--- src/rtl/nn_param_loader_if.sv ---
// Parameter-loader bus: serial word/command inputs and the active bank, status and readback outputs.
interface nn_param_loader_if #(
  parameter int WIDTH     = 8,
  parameter int N_NEURONS = 4,
  parameter int N_INPUTS  = 4
);
  localparam int TOTAL = N_NEURONS * (N_INPUTS + 1);
  localparam int CW    = $clog2(TOTAL + 1);

  logic [WIDTH-1:0]       data_in;
  logic                   data_valid;
  logic [1:0]             cmd;
  logic [TOTAL*WIDTH-1:0] params;
  logic                   params_valid;
  logic                   shadow_full;
  logic [CW-1:0]          word_count;
  logic                   commit_err;
  logic [WIDTH-1:0]       data_out;

  modport master (
    output data_in, data_valid, cmd,
    input  params, params_valid, shadow_full, word_count, commit_err, data_out
  );

  modport slave (
    input  data_in, data_valid, cmd,
    output params, params_valid, shadow_full, word_count, commit_err, data_out
  );
endinterface

--- src/rtl/nn_param_loader.sv ---
// Double-buffered NN parameter loader: words shift into a shadow chain, COMMIT copies it to the active bank one edge later;
// no backpressure, one accept per clock. NN_PARAM_READBACK_EN adds a registered serial readback on data_out.
module nn_param_loader #(
  parameter int WIDTH     = 8,
  parameter int N_NEURONS = 4,
  parameter int N_INPUTS  = 4
) (
  input logic              clk,
  input logic              reset,
  nn_param_loader_if.slave bus
);
  localparam int TOTAL = N_NEURONS * (N_INPUTS + 1);
  localparam int CW    = $clog2(TOTAL + 1);
  localparam int BITS  = TOTAL * WIDTH;

  localparam logic [1:0] CMD_LOAD   = 2'b01;
  localparam logic [1:0] CMD_COMMIT = 2'b10;
  localparam logic [1:0] CMD_CLEAR  = 2'b11;

  localparam logic [CW-1:0] FULL_COUNT = CW'(TOTAL);

  // Shadow index 0 lives in the low word; new words enter at the top.
  logic [BITS-1:0] r_shadow;
  logic [BITS-1:0] r_params;
  logic [CW-1:0]   r_word_count;
  logic            r_shadow_full;
  logic            r_params_valid;
  logic            r_commit_err;

  logic            w_accept;
  logic            w_commit;
  logic            w_clear;
  logic [CW-1:0]   w_count_inc;

  assign w_accept    = (bus.cmd == CMD_LOAD) && bus.data_valid;
  assign w_commit    = (bus.cmd == CMD_COMMIT);
  assign w_clear     = (bus.cmd == CMD_CLEAR);
  assign w_count_inc = r_shadow_full ? r_word_count : r_word_count + CW'(1);

  always_ff @(posedge clk) begin
    if (reset) begin
      r_shadow       <= '0;
      r_params       <= '0;
      r_word_count   <= '0;
      r_shadow_full  <= 1'b0;
      r_params_valid <= 1'b0;
      r_commit_err   <= 1'b0;
    end else if (w_accept) begin
      r_shadow      <= {bus.data_in, r_shadow[BITS-1:WIDTH]};
      r_word_count  <= w_count_inc;
      r_shadow_full <= (w_count_inc == FULL_COUNT);
    end else if (w_clear) begin
      r_shadow      <= '0;
      r_word_count  <= '0;
      r_shadow_full <= 1'b0;
      r_commit_err  <= 1'b0;
    end else if (w_commit) begin
      // A partial set never reaches the datapath; the attempt is flagged instead.
      if (r_shadow_full) begin
        r_params       <= r_shadow;
        r_params_valid <= 1'b1;
        r_word_count   <= '0;
        r_shadow_full  <= 1'b0;
      end else begin
        r_commit_err <= 1'b1;
      end
    end
  end

  assign bus.params       = r_params;
  assign bus.params_valid = r_params_valid;
  assign bus.shadow_full  = r_shadow_full;
  assign bus.word_count   = r_word_count;
  assign bus.commit_err   = r_commit_err;

`ifdef NN_PARAM_READBACK_EN
  logic [WIDTH-1:0] r_data_out;

  always_ff @(posedge clk) begin
    if (reset) begin
      r_data_out <= '0;
    end else if (w_accept) begin
      r_data_out <= r_shadow[WIDTH-1:0];
    end
  end

  assign bus.data_out = r_data_out;
`else
  assign bus.data_out = '0;
`endif
endmodule

--- src/flat_wrapper.sv ---
// flat-port wrapper written by rule: the top's interface ports become plain ports
module nn_param_loader_flat 
#(
  parameter int WIDTH     = 8,
  parameter int N_NEURONS = 4,
  parameter int N_INPUTS  = 4
)
  (clk, reset, bus_data_in, bus_data_valid, bus_cmd, bus_params, bus_params_valid, bus_shadow_full, bus_word_count, bus_commit_err, bus_data_out);
  nn_param_loader_if #(.WIDTH(WIDTH), .N_NEURONS(N_NEURONS), .N_INPUTS(N_INPUTS)) bus_i ();
  input logic clk;
  input logic reset;
  input wire logic [$bits(bus_i.data_in)-1:0] bus_data_in;
  input wire logic [$bits(bus_i.data_valid)-1:0] bus_data_valid;
  input wire logic [$bits(bus_i.cmd)-1:0] bus_cmd;
  output wire logic [$bits(bus_i.params)-1:0] bus_params;
  output wire logic [$bits(bus_i.params_valid)-1:0] bus_params_valid;
  output wire logic [$bits(bus_i.shadow_full)-1:0] bus_shadow_full;
  output wire logic [$bits(bus_i.word_count)-1:0] bus_word_count;
  output wire logic [$bits(bus_i.commit_err)-1:0] bus_commit_err;
  output wire logic [$bits(bus_i.data_out)-1:0] bus_data_out;
  assign bus_i.data_in = bus_data_in;
  assign bus_i.data_valid = bus_data_valid;
  assign bus_i.cmd = bus_cmd;
  assign bus_params = bus_i.params;
  assign bus_params_valid = bus_i.params_valid;
  assign bus_shadow_full = bus_i.shadow_full;
  assign bus_word_count = bus_i.word_count;
  assign bus_commit_err = bus_i.commit_err;
  assign bus_data_out = bus_i.data_out;
  nn_param_loader #(.WIDTH(WIDTH), .N_NEURONS(N_NEURONS), .N_INPUTS(N_INPUTS)) u_core (.clk(clk), .reset(reset), .bus(bus_i));
endmodule
--- config.mk ---
export PLATFORM = sky130hd
export DESIGN_NAME = nn_param_loader_flat
export DESIGN_NICKNAME = d
export VERILOG_FILES = /design/src/rtl/nn_param_loader_if.sv /design/src/rtl/nn_param_loader.sv /design/src/flat_wrapper.sv
export SDC_FILE = /design/constraint.sdc
export NUM_CORES = 1
export LEC_CHECK = 0
export CAP_MARGIN = 20
export CORE_MARGIN = 8
export CORE_UTILIZATION = 44
export CTS_BUF_LIST = sky130_fd_sc_hd__clkbuf_4 sky130_fd_sc_hd__clkbuf_8
export DETAILED_ROUTE_END_ITERATION = 10
export HOLD_SLACK_MARGIN = 0.15
export PLACE_DENSITY = 0.73
export SLEW_MARGIN = 20
export SYNTH_ARGS = -nofsm -noshare
export SYNTH_HDL_FRONTEND = slang
export SYNTH_SLANG_ARGS = --single-unit
--- constraint.sdc ---
create_clock -name clk -period 1.4 [get_ports clk]
set_input_delay 0.28 -clock clk [delete_from_list [all_inputs] [get_ports clk]]
set_output_delay 0.28 -clock clk [all_outputs]
set_load 0.1 [all_outputs]
## Word level (Yosys, flattened, before mapping)

Index checks and enable logic that the tools add are counted.

- Bits in registers: 328
- Output and inout bits: 176

- Reductions and logical operators: 8
- Eq/ne operators: 5
- Multiplexer cells: 13
- Add/subtract/negate cells: 1
- Bitwise operators: 2

Operators by type and width:

| cell | count |
|---|---|
| $mux 160 | 2 |
| $mux 5 | 5 |
| $mux 1 | 6 |
| $reduce_bool 3->1 | 2 |
| $add 5x1->5 const B | 1 |
| $eq 5x5->1 const B | 1 |
| $eq 2x2->1 const B | 2 |
| $reduce_and 4->1 | 1 |
| $reduce_bool 2->1 | 2 |
| $reduce_and 3->1 | 1 |
| $eq 2x1->1 const B | 1 |
| $ne 2x2->1 const B | 1 |
| $not 1->1 | 2 |
| $reduce_and 2->1 | 1 |
| $logic_and 1x1->1 | 1 |

## Depth between registers and ports, before layout

Gate-level depths: netlist of run 1.

- Depth in word-level cells: 4
- Mapped depth: 8
- Gate-level depth less buffers: 5

## Least setup slack after synthesis of run 1

OpenSTA, ideal clock, no wires.

- Path type: reg2reg
- Start: register u_core.r_shadow_full, in the netlist u_core.bus.shadow_full
- End: register u_core.r_params[37], in the netlist u_core.bus.params[37]
- Path slack: -0.746 ns
- Buffers on the path: 4
- Arrival time: 2.014 ns
- Stages on the path, launching flop included: 9
- Data required time: 1.268 ns
- Period minus slack after synthesis: 2.146 ns
- Cells stage by stage: dfxtp_1 > buf_4 > nand2_2 > or2_1 > buf_4 > buf_6 > buf_6 > nand2_1 > a21oi_1

- Word-level cells in the longest chain between the ends: 1

RTL lines:

| item | RTL line | text |
|---|---|---|
| start: declaration | nn_param_loader.sv:26 | `logic r_shadow_full;` |
| start signal: assignment | nn_param_loader.sv:51 | `r_shadow_full <= (w_count_inc == FULL_COUNT);` |
| $reduce_and 4->1 (no source line) | -- |  |
| end signal: assignment | nn_param_loader.sv:60 | `r_params <= r_shadow;` |
| end: declaration | nn_param_loader.sv:24 | `logic [BITS-1:0] r_params;` |

No other way between the ends.
A chain may end at the register's enable or synchronous reset.

## Final worst setup path of run 1

- Start: register u_core.r_shadow_full, in the netlist u_core.bus.shadow_full
- End: output port bus_shadow_full

RTL lines:

| item | RTL line | text |
|---|---|---|
| end: declaration | flat_wrapper.sv:17 | `output wire logic [$bits(bus_i.shadow_full)-1:0] bus_shadow_full;` |

No word-level cell between the ends.

==> reports/results.tsv, run 1 <==
stage	metric	value	unit
synth	share of the synthesized area in the top cell type	58.1	%
finish	Final Cell Area	0.0170	mm²
setup_path	WP depth	1	
setup_path	flop-to-flop setup slack	20	ps
grt	first-pass GRT wire length	49.8	mm
finish	layout cell share with drive strength beyond 1	34.5	%
grt	initial antenna violation count	0	
sta	Hold Violations, Final	0	
setup_path	CP Buf/Inv Count	1	
floorplanning	Die Width	176	µm
clocking	CTS root buffer	clkbuf_8	
floorplanning	number of I/O pins	189	
setup_path	Worst setup SP type	flip-flop	
placement	Placed Area	0.0152	mm²
sta	Setup Skew	14.4	ps
floorplanning	FP Rows	58	
synth	library cells used by synthesis	33	
pwr	Clock power frac	45.3	%
setup_path	worst path required time	1120	ps
grt	grt total ovfl	0	
setup_path	Worst setup EP type	output pin	
sta	setup_tns	0	ps
floorplanning	Die ar.	0.0311	mm²
status	outcome	complete, no violations	
clocking	CTS Buf Count	53	
pwr	Sw Pwr	0.00399	W
setup_path	reg2reg start	u_core.bus.shadow_full$_SDFFE_PP0P_	
pwr	maximum VDD drop	946	µV
setup_path	end of the critical path	bus_shadow_full	
synth	Seq cells post-synth	328	
grt	vias in the first global route	9531	
finish	final core utilization	67.6	%
floorplanning	core area	0.0252	mm²
clocking	clock sinks	328	
setup_path	crit path DAT	1120	ps
placement	DPL Wire Length	19.9	mm
setup_path	crit-path cells	buf_12	
pwr	Comb pwr share	3.5	%
sta	final-report setup violation count	0	
finish	n_diodes	0	
sta	fmax	715	MHz
synth	cell count after synthesis	1291	
min_path	hold crit path type	in -> reg	
detailed_routing	drt pass-1 iters	5	
detailed_routing	Final ANT Viol Nets	0	
detailed_routing	drt total wl	32.1	mm
finish	NumNets Final	1512	
detailed_routing	WL/cell	17.2	µm
floorplanning	Initial Util	44.9	%
finish	Final Non-Filler Cells	1859	
setup_path	family with the most delay on the worst path	flip-flops	
grt	largest net degree at the start of global routing	89	
pwr	Power Dens Cells	1070	mW/mm²
detailed_routing	via count	9970	
setup_path	CP max-delay cell	dfxtp_4	
pwr	internal power	0.0142	W
sta	unrepaired setup endpoints after global routing	yes	
pwr	sw frac	21.9	%
clocking	CTS max path bufs	3	
synth	cell accounting for the most synthesized area	dfxtp_1	
setup_path	path depth of the worst reg2reg path	5	
setup_path	FF-to-FF End	u_core.bus.params[103]$_SDFFE_PP0P_	
pwr	Reg power frac	51.1	%
job	max cap viols	0	
sta	Tcrit/Tclk final	99.9	%
placement	Port Buf Inserts	180	
detailed_routing	1st-iter DRT viols	820	
finish	Layout area overhead	50.6	%
clocking	CTS tree	done	
setup_path	Critical path origin	u_core.bus.shadow_full$_SDFFE_PP0P_	
synth	Mapped Area	0.0113	mm²
synth	syn avg cell area	8.75	µm²
placement	gp weighted congestion	0.826	
synth	Synth warnings	0	
detailed_routing	via/cell ratio	5.36	
setup_path	Max Fanout on Critical Path	4	
sta	Tmin final	1400	ps
clocking	clock slew at reported path FFs	60	ps
sta	max-slew violation count	0	
placement	placed cells	1730	
setup_path	crit path kind	reg -> out	
synth	sequential area share after synthesis	58.1	%
pwr	Pleak	6.11	nW
floorplanning	Die Ht	176	µm
detailed_routing	DRC viols	0	
setup_path	Critical Path Max Stage Delay	390	ps
clocking	Clock Latency Late Sink	550	ps
synth	synth top area cells	dfxtp_1 (58%), a22oi_1 (11%), nand2_1 (11%)	
clocking	CTS H-tree lvls	2	
grt	GRT Total Usage	19.1	%
-- kinds of logic (layout without fill, tap and decap cells) --
kind of cell | after synthesis | count (layout) | synth area share (%)
AOI/OAI and AO/OA | 335 | 335 | 18.6
xor gates and xnor gates | 3 | 3 | 0.233
adders and majority gates | 1 | 1 | 0.111
buffers and inverters | 120 | 351 | 5.75
DFF | 328 | 328 | 58.1
muxes | 1 | 1 | 0.0996
other | 1 | 8 | 0.0332
and+or+nand+nor | 502 | 502 | 17.1
-- cells in the final DEF (no fill, tap or decap), types with 4 or more instances in the layout --
cell type,count
dfxtp_1,160
dfxtp_2,134
clkbuf_4,16
conb_1,8
nand2_1,319
clkdlybuf4s50_1,10
a21oi_2,13
nor2_1,167
dfxtp_4,34
clkinv_2,4
clkbuf_8,65
a21oi_1,153
buf_12,188
a22oi_1,161
buf_4,55
-- per-layer routing --
layer	up-vias	routed length (µm)	track usage (%)
met1	4801	13200	23.5
met4	0	1070	7.81
met3	72	2170	4.91
met2	352	15600	31.5
li1	4745	-	-
met5	-	0	0
-- layout make-up --
type	instances	area, µm²
Multi-Input combinational cell	850	4200
Clock inverter	5	50.0
Inverter	2	7.51
Fill cell	1822	8170
Sequential cell	328	6860
Timing Repair Buffer	263	4470
Clock buffer	81	1010
Tap cell	330	413
-- cells in the mapped netlist --
cell type  count
buf_6         11
o21ai_2        1
nor2_1       167
nand2_2        1
buf_1          3
nand4b_1       2
nor3_1         2
clkbuf_1      47
nand3_1        1
conb_1         1
mux2_2         1
nand2_1      321
nand3b_1       1
a22oi_1      161
nor2_4         1
and3b_1        1
inv_1          2
nand4_1        1
o21ai_0        2
nor3b_1        1
ha_1           1
xnor2_1        1
a21oi_1      166
a211oi_1       2
nand2b_1       1
dfxtp_1      328
or2_1          1
xor2_1         2
buf_4         18
nor4bb_1       1
a21o_1         2
a2bb2oi_1      1
buf_2         39
-- sequential cells by signal, indices dropped and copies added, names as in the netlist --
signal,flops
u_core.bus.params,160
u_core.r_shadow,160
u_core.bus.word_count,5
u_core.bus.commit_err,1
u_core.bus.params_valid,1
u_core.bus.shadow_full,1
-- through the flow --
step / hold slack [ps] / setup WS, ps / total power, W
4_1_cts: 311 / -28.8 / 0.0184
5_1_grt: 250 / -55.1 / 0.0189
3_5_place_dp: 450 / -547 / 0.0102
2_1_floorplan: 428 / -194 / 0.00999
3_3_place_gp: 446 / -486 / 0.0102
6_report: 265 / 1.08 / 0.0182
-- power by group through the flow --
stage / combinational (W) / sequential (W) / clock [W]
after floorplan: 0.000416 / 0.00958 / 0
after global placement: 0.000609 / 0.00956 / 0
after detailed placement: 0.000612 / 0.00956 / 0
after CTS: 0.000621 / 0.00932 / 0.00843
after global routing: 0.000684 / 0.00929 / 0.00890
final: 0.000645 / 0.00929 / 0.00825
-- how the worst min path moves through the flow --
stage / from / end / cells past startpoint
after floorplan: bus_data_in[0] / u_core.r_shadow[152]$_SDFFE_PP0P_ / 2
after global routing: bus_cmd[1] / u_core.bus.commit_err$_SDFFE_PP0P_ / 3
final: bus_cmd[1] / u_core.bus.commit_err$_SDFFE_PP0P_ / 3
after CTS: bus_data_in[0] / u_core.r_shadow[152]$_SDFFE_PP0P_ / 3
after detailed placement: u_core.r_shadow[4]$_SDFFE_PP0P_ / u_core.bus.params[4]$_SDFFE_PP0P_ / 2
after global placement: u_core.r_shadow[1]$_SDFFE_PP0P_ / u_core.bus.params[1]$_SDFFE_PP0P_ / 2
-- worst reg2reg max path, delay by kind of cell, from the launching register on --
family / cells / cell delay [ps]
AND/OR/NAND/NOR: 3 / 570
flip-flops: 1 / 390
buffers and inverters: 1 / 210
AO/OA/AOI/OAI: 1 / 70
-- what timing repair did --
item | in CTS | in global routing
cloned | 0 | 3
pin swaps | 0 | 9
gates resized for setup | 177 | 37
hold endpoints to repair | 12 | 0
buffers inserted | 14 | 25
endpoints found under the setup margin | 168 | 249
hold buffers | 1 | 0
No activity file was read; power rests on OpenSTA's default activity.
==> run 2, diff against run 1 <==
- SETUP_SLACK_MARGIN: unset -> 0.05
==> run 2 against run 1 <==
Compared with the run above:
- the run now ends with setup timing left
- setup slack worse by 9.0 ps
- total power fell by 0.19%
- critical path depth unchanged
- count of clock-buffer cells in the layout is 1 lower
- critical endpoint unchanged
- largest cell class unchanged
==> reports/results.tsv, run 2 (same netlist as run 1, synthesis figures left out) <==
stage	metric	value	unit	change
detailed_routing	via count	10332		+3.6%
finish	layout cell share with drive strength beyond 1	38.0	%	+3.5 points
finish	Filler cells	1709		-6.2%
detailed_routing	drt total wl	36.2	mm	+13%
floorplanning	Die Ht	176	µm	unchanged
placement	gp weighted congestion	0.808		-2.2%
detailed_routing	Final ANT Viol Nets	0		unchanged
sta	unrepaired setup endpoints after global routing	yes		
detailed_routing	1st-iter DRT viols	1005		+23%
grt	grt total ovfl	0		unchanged
grt	initial antenna violation count	0		unchanged
status	outcome	complete, but fails checks		
setup_path	Max Fanout on Critical Path	5		+1
placement	Port Buf Inserts	180		unchanged
pwr	Comb pwr share	3.8	%	+0.3 points
pwr	internal power	0.0141	W	-0.85%
pwr	Pleak	6.42	nW	+5.0%
setup_path	Critical Path Max Stage Delay	400	ps	about the same
floorplanning	Initial Util	44.9	%	unchanged
clocking	CTS max path bufs	3		unchanged
setup_path	Worst setup SP type	flip-flop		
pwr	Reg power frac	51.1	%	about the same
pwr	sw frac	22.5	%	+0.52 points
clocking	CTS H-tree lvls	2		unchanged
setup_path	flop-to-flop setup slack	20	ps	about the same
clocking	clock slew at reported path FFs	60	ps	about the same
setup_path	FF-to-FF End	u_core.bus.params[4]$_SDFFE_PP0P_		
sta	Tcrit/Tclk final	101	%	+0.65 points
grt	vias in the first global route	9532		+0.010%
sta	Tmin final	1410	ps	+9.04 ps
finish	Layout area overhead	57.1	%	
setup_path	reg2reg start	u_core.bus.shadow_full$_SDFFE_PP0P_		
pwr	Sw Pwr	0.00408	W	+2.2%
setup_path	crit-path cells	buf_12		
floorplanning	Die ar.	0.0311	mm²	unchanged
sta	final-report setup violation count	1		+1
finish	Final Non-Filler Cells	1892		+1.8%
clocking	CTS tree	done		
clocking	clock sinks	328		unchanged
grt	first-pass GRT wire length	51.0	mm	+2.4%
pwr	Clock power frac	45.1	%	-0.2 points
pwr	total power	0.0181	W	-0.19%
placement	placed cells	1739		+0.52%
floorplanning	number of I/O pins	189		unchanged
setup_path	CP Buf/Inv Count	1		unchanged
sta	Hold Violations, Final	0		unchanged
floorplanning	FP Rows	58		unchanged
sta	max-slew violation count	0		unchanged
finish	most frequent cells in the layout	nand2_1 (295), buf_12 (187), nor2_1 (167)		
job	max cap viols	0		unchanged
floorplanning	core area	0.0252	mm²	unchanged
setup_path	crit path kind	reg -> out		
pwr	Power Dens Cells	1020	mW/mm²	-4.4%
setup_path	CP max-delay cell	dfxtp_4		
setup_path	family with the most delay on the worst path	flip-flops		
setup_path	Worst setup EP type	output pin		
min_path	HP Start	bus_cmd[1]		
sta	setup ws final	-7.95	ps	-9.04 ps
floorplanning	Die Width	176	µm	unchanged
finish	n_diodes	0		unchanged
min_path	Worst Hold Path Cells	2		-1
status	failing checks	setup timing		
detailed_routing	via/cell ratio	5.46		+1.8%
finish	NumNets Final	1544		+2.1%
grt	largest net degree at the start of global routing	68		-24%
detailed_routing	WL/cell	19.1	µm	+11%
sta	hold_ws	309	ps	+43.1 ps
clocking	CTS root buffer	clkbuf_8		
min_path	Hold Path Sink	u_core.bus.commit_err$_SDFFE_PP0P_		
finish	final core utilization	70.5	%	+2.9 points
clocking	CTS Buf Count	52		-1.9%
grt	GRT Total Usage	19.9	%	+0.77 points
finish	most common cell after layout, fill and taps aside	nand2_1		
placement	DPL Wire Length	20.9	mm	+5.1%
sta	Setup Skew	13.1	ps	-1.23 ps
detailed_routing	DRC viols	0		unchanged
min_path	hold crit path type	in -> reg		
sta	fmax	710	MHz	-0.64%
clocking	Clock Latency Late Sink	550	ps	about the same
detailed_routing	drt pass-1 iters	6		+1
pwr	maximum VDD drop	878	µV	-7.1%
setup_path	path depth of the worst reg2reg path	6		+1
setup_path	worst path required time	1120	ps	about the same
setup_path	crit path DAT	1130	ps	about the same
run 2: cell type report:
class / count / area [µm²] / share of cell area [%]
tap: 330 / 413 / 2.33
inverter: 2 / 7.51 / 0.0423
clock buffer: 80 / 1030 / 5.78
timing repair buffer: 296 / 5030 / 28.3
multi-input combinational: 850 / 4350 / 24.5
clock inverter: 6 / 30.0 / 0.169
sequential: 328 / 6890 / 38.8
run 2: worst max path at each step:
stage | cells after the start | from | slack, ps | to
2_1_floorplan | 8 | u_core.bus.shadow_full$_SDFFE_PP0P_ | -190 | u_core.bus.params[37]$_SDFFE_PP0P_
3_3_place_gp | 6 | bus_cmd[0] | -460 | u_core.bus.params[94]$_SDFFE_PP0P_
3_5_place_dp | 7 | bus_cmd[0] | -600 | u_core.bus.params[115]$_SDFFE_PP0P_
4_1_cts | 1 | u_core.bus.shadow_full$_SDFFE_PP0P_ | -40 | bus_shadow_full
5_1_grt | 1 | u_core.bus.shadow_full$_SDFFE_PP0P_ | -50 | bus_shadow_full
6_report | 1 | u_core.bus.shadow_full$_SDFFE_PP0P_ | -8 | bus_shadow_full
run 2: power groups by stage:
| stage | logic [W] | registers (W) | clock network [W] |
|---|---|---|---|
| after floorplan | 0.000416 | 0.00958 | 0 |
| after global placement | 0.000651 | 0.00956 | 0 |
| after detailed placement | 0.000657 | 0.00956 | 0 |
| after CTS | 0.000675 | 0.00932 | 0.00829 |
| after global routing | 0.000734 | 0.00926 | 0.00875 |
| final | 0.000696 | 0.00927 | 0.00819 |
run 2: through the flow:
stage | TNS (ps) | setup slack [ps] | instance area, µm²
2_1_floorplan | -24980 | -194 | 11400
3_3_place_gp | -127590 | -460 | 15300
3_5_place_dp | -143780 | -599 | 15300
4_1_cts | -196 | -35.3 | 16800
5_1_grt | -1420 | -49.1 | 17800
6_report | -7.95 | -7.95 | 17800
run 2: what timing repair did:
action | CTS | global route
setup buffers | 16 | 28
pin swaps | 1 | 24
resized for setup | 184 | 106
gates cloned | 2 | 20
hold buffers | 1 | 0
hold endpoints to repair | 16 | 0
setup endpoints to repair | 170 | 246
run 2: routing by layer:
layer / vias up / part of all wire (%) / global-route usage, %
met1: 4969 / 40 / 24.4
met3: 99 / 6.9 / 4.61
met4: 0 / 3.4 / 7.28
met5: - / 0 / 0
li1: 4826 / - / -
met2: 438 / 49 / 33.6
==> variant, RTL diff (config.mk and constraints of run 1) <==
Build with the macro `NN_PARAM_READBACK_EN` defined.
--- a/src/rtl/nn_param_loader.sv
+++ b/src/rtl/nn_param_loader.sv
@@ -1,4 +1,6 @@
 // Double-buffered NN parameter loader: words shift into a shadow chain, COMMIT copies it to the active bank one edge later;
 // no backpressure, one accept per clock. NN_PARAM_READBACK_EN adds a registered serial readback on data_out.
+`define NN_PARAM_READBACK_EN
+
 module nn_param_loader #(
   parameter int WIDTH     = 8,
Function: same outputs for any inputs over 4 cycles, from zero or initial values and one cycle with reset high; that may be too few to reach the edited logic, so the function may still have changed.
==> variant against run 1 <==
  * The flow now finishes with violations (negative setup slack)
  * Worst hold slack improved by 0.096 ns
  * Core utilization is essentially flat
  * Sequential cell count increased by 8
  * Fmax is 3.0% lower
  * Area after synthesis up 1.4%
  * Routed wire length is 0.73% higher
  * Via count grew 0.82%
  * Global-route usage grew 0.34 points
  * Final area rose by 2.6%
  * Total power is 2.3% higher
  * Setup slack got worse by 0.043 ns
==> variant: results (changes against run 1) <==
- Leak Pwr: 6.27 nW (+2.6%)
- Routed met1 length: 13,500 µm (+2.2%)
- Routed via count: 10,100 (+0.82%)
- Critical hold path startpoint: bus_data_in[6]
- Failing checks: negative setup slack
- Met2 Track Usage GR: 31.9% (+0.43 points)
- DR WL met3: 2210 µm (+1.6%)
- Number of global-route vias before repair: 9,564 (+0.35%)
- Post-synthesis sequential area ratio: 58.7% (+0.59 points)
- Fin Clk Skew: 0.0244 ns (+0.0101 ns)
- Largest net degree at the start of global routing: 106 (+19%)
- Avg Cell Area, Syn: 8.73 µm² (-0.28%)
- Share of cells above drive strength 1: 34.9% (+0.34 points)
- Placed insts: 1,785 (+3.2%)
- Post-synth top cells: 340 x nand2_1, 336 x dfxtp_1, 174 x a21oi_1
- GPL Wtd Cong: 0.814 (-1.5%)
- Synth top area cells: dfxtp_1 59%, nand2_1 11%, a22oi_1 11%
- Post-route setup slack: -0.0416 ns (-0.0427 ns)
- Met3 Use GR: 4.34% (-0.57 points)
- Outcome: finished, violations left
- Placed cell area: 15,800 µm² (+3.8%)
- First-pass GRT wire length: 50,500 µm (+1.5%)
- Critical Path Max Stage Delay: 0.36 ns (-0.03 ns)
- Met2 WL post-DR: 15,500 µm (-0.45%)
- CTS Buf Count: 52 (-1.9%)
- Tot GR Track Use: 19.5% (+0.34 points)
- # nets final: 1,558 (+3.0%)
- Crit path max-delay family: simple AND/OR/NAND/NOR gates
- DRT iter0 DRCs: 943 (+15%)
- Input/output buffers: 188 (+4.4%)
- Grt met1 use: 24.5% (+0.91 points)
- Peak VDD IR: 671 µV (-29%)
- Synth unique cells: 29 (-12%)
- DR WL/cell: 16.9 µm (-2.2%)
- Final std cells w/o fill: 1,915 (+3.0%)
- Filler cell count: 1,912 (+4.9%)
- Final setup fails: 3 (+3)
- Setup TNS: -0.0635 ns (-0.0635 ns)
- Detailed Place HPWL: 21,600 µm (+8.7%)
[variant: cell type report]
cell class,instances,area [µm²],share of cell area [%]
tap,335,419,2.40
clock inverter,6,58.8,0.337
timing repair buffer,287,4720,27.0
clock buffer,84,1030,5.91
sequential,336,7010,40.2
multi-input combinational,865,4210,24.1
inverter,2,7.51,0.0430
[variant: where the power goes]
group          total [W]  internal, W  switching (W)  leakage, nW
clock network    0.00847      0.00482        0.00365        0.586
registers        0.00953      0.00952      0.0000130         2.80
logic           0.000600     0.000216       0.000384         2.88
[variant: repair_timing]
item	CTS	global route
endpoints found under the hold margin	27	0
setup buffers	13	26
hold buffers	1	0
endpoints found under the setup margin	177	169
resized for setup	179	17
pin swaps	1	0
[variant: final timing paths]
path,end,slack (ns),cells past startpoint
setup / recovery,u_core.bus.shadow_full$_SDFFE_PP0P_,-0.04,5
hold / removal,u_core.r_shadow[158]$_SDFFE_PP0P_,0.36,3
setup reg to reg,u_core.bus.shadow_full$_SDFFE_PP0P_,-0.04,5
hold reg to reg,u_core.bus.params[145]$_SDFFE_PP0P_,0.45,2
[variant: through the flow]
| step | power, W | utilization, % | worst slack (ns) | hold slack (ns) |
|---|---|---|---|---|
| floorplan | 0.0101 | - | -0.191 | 0.376 |
| global placement | 0.0104 | 61.1 | -0.369 | 0.455 |
| detailed placement | 0.0104 | 61.1 | -0.428 | 0.462 |
| CTS | 0.0188 | 66.6 | -0.0537 | 0.332 |
| global route | 0.0193 | 67.6 | -0.101 | 0.323 |
| finish | 0.0186 | 67.6 | -0.0416 | 0.362 |
[variant: kinds of logic after synthesis]
logic type,count (synthesis),share of synthesized area [%]
muxes,1,0.0982
buffers and inverters,112,5.02
adders and majority gates,1,0.109
and+or+nand+nor,519,17.4
DFF,336,58.7
xor gates and xnor gates,3,0.229
AOI/OAI and AO/OA,341,18.5
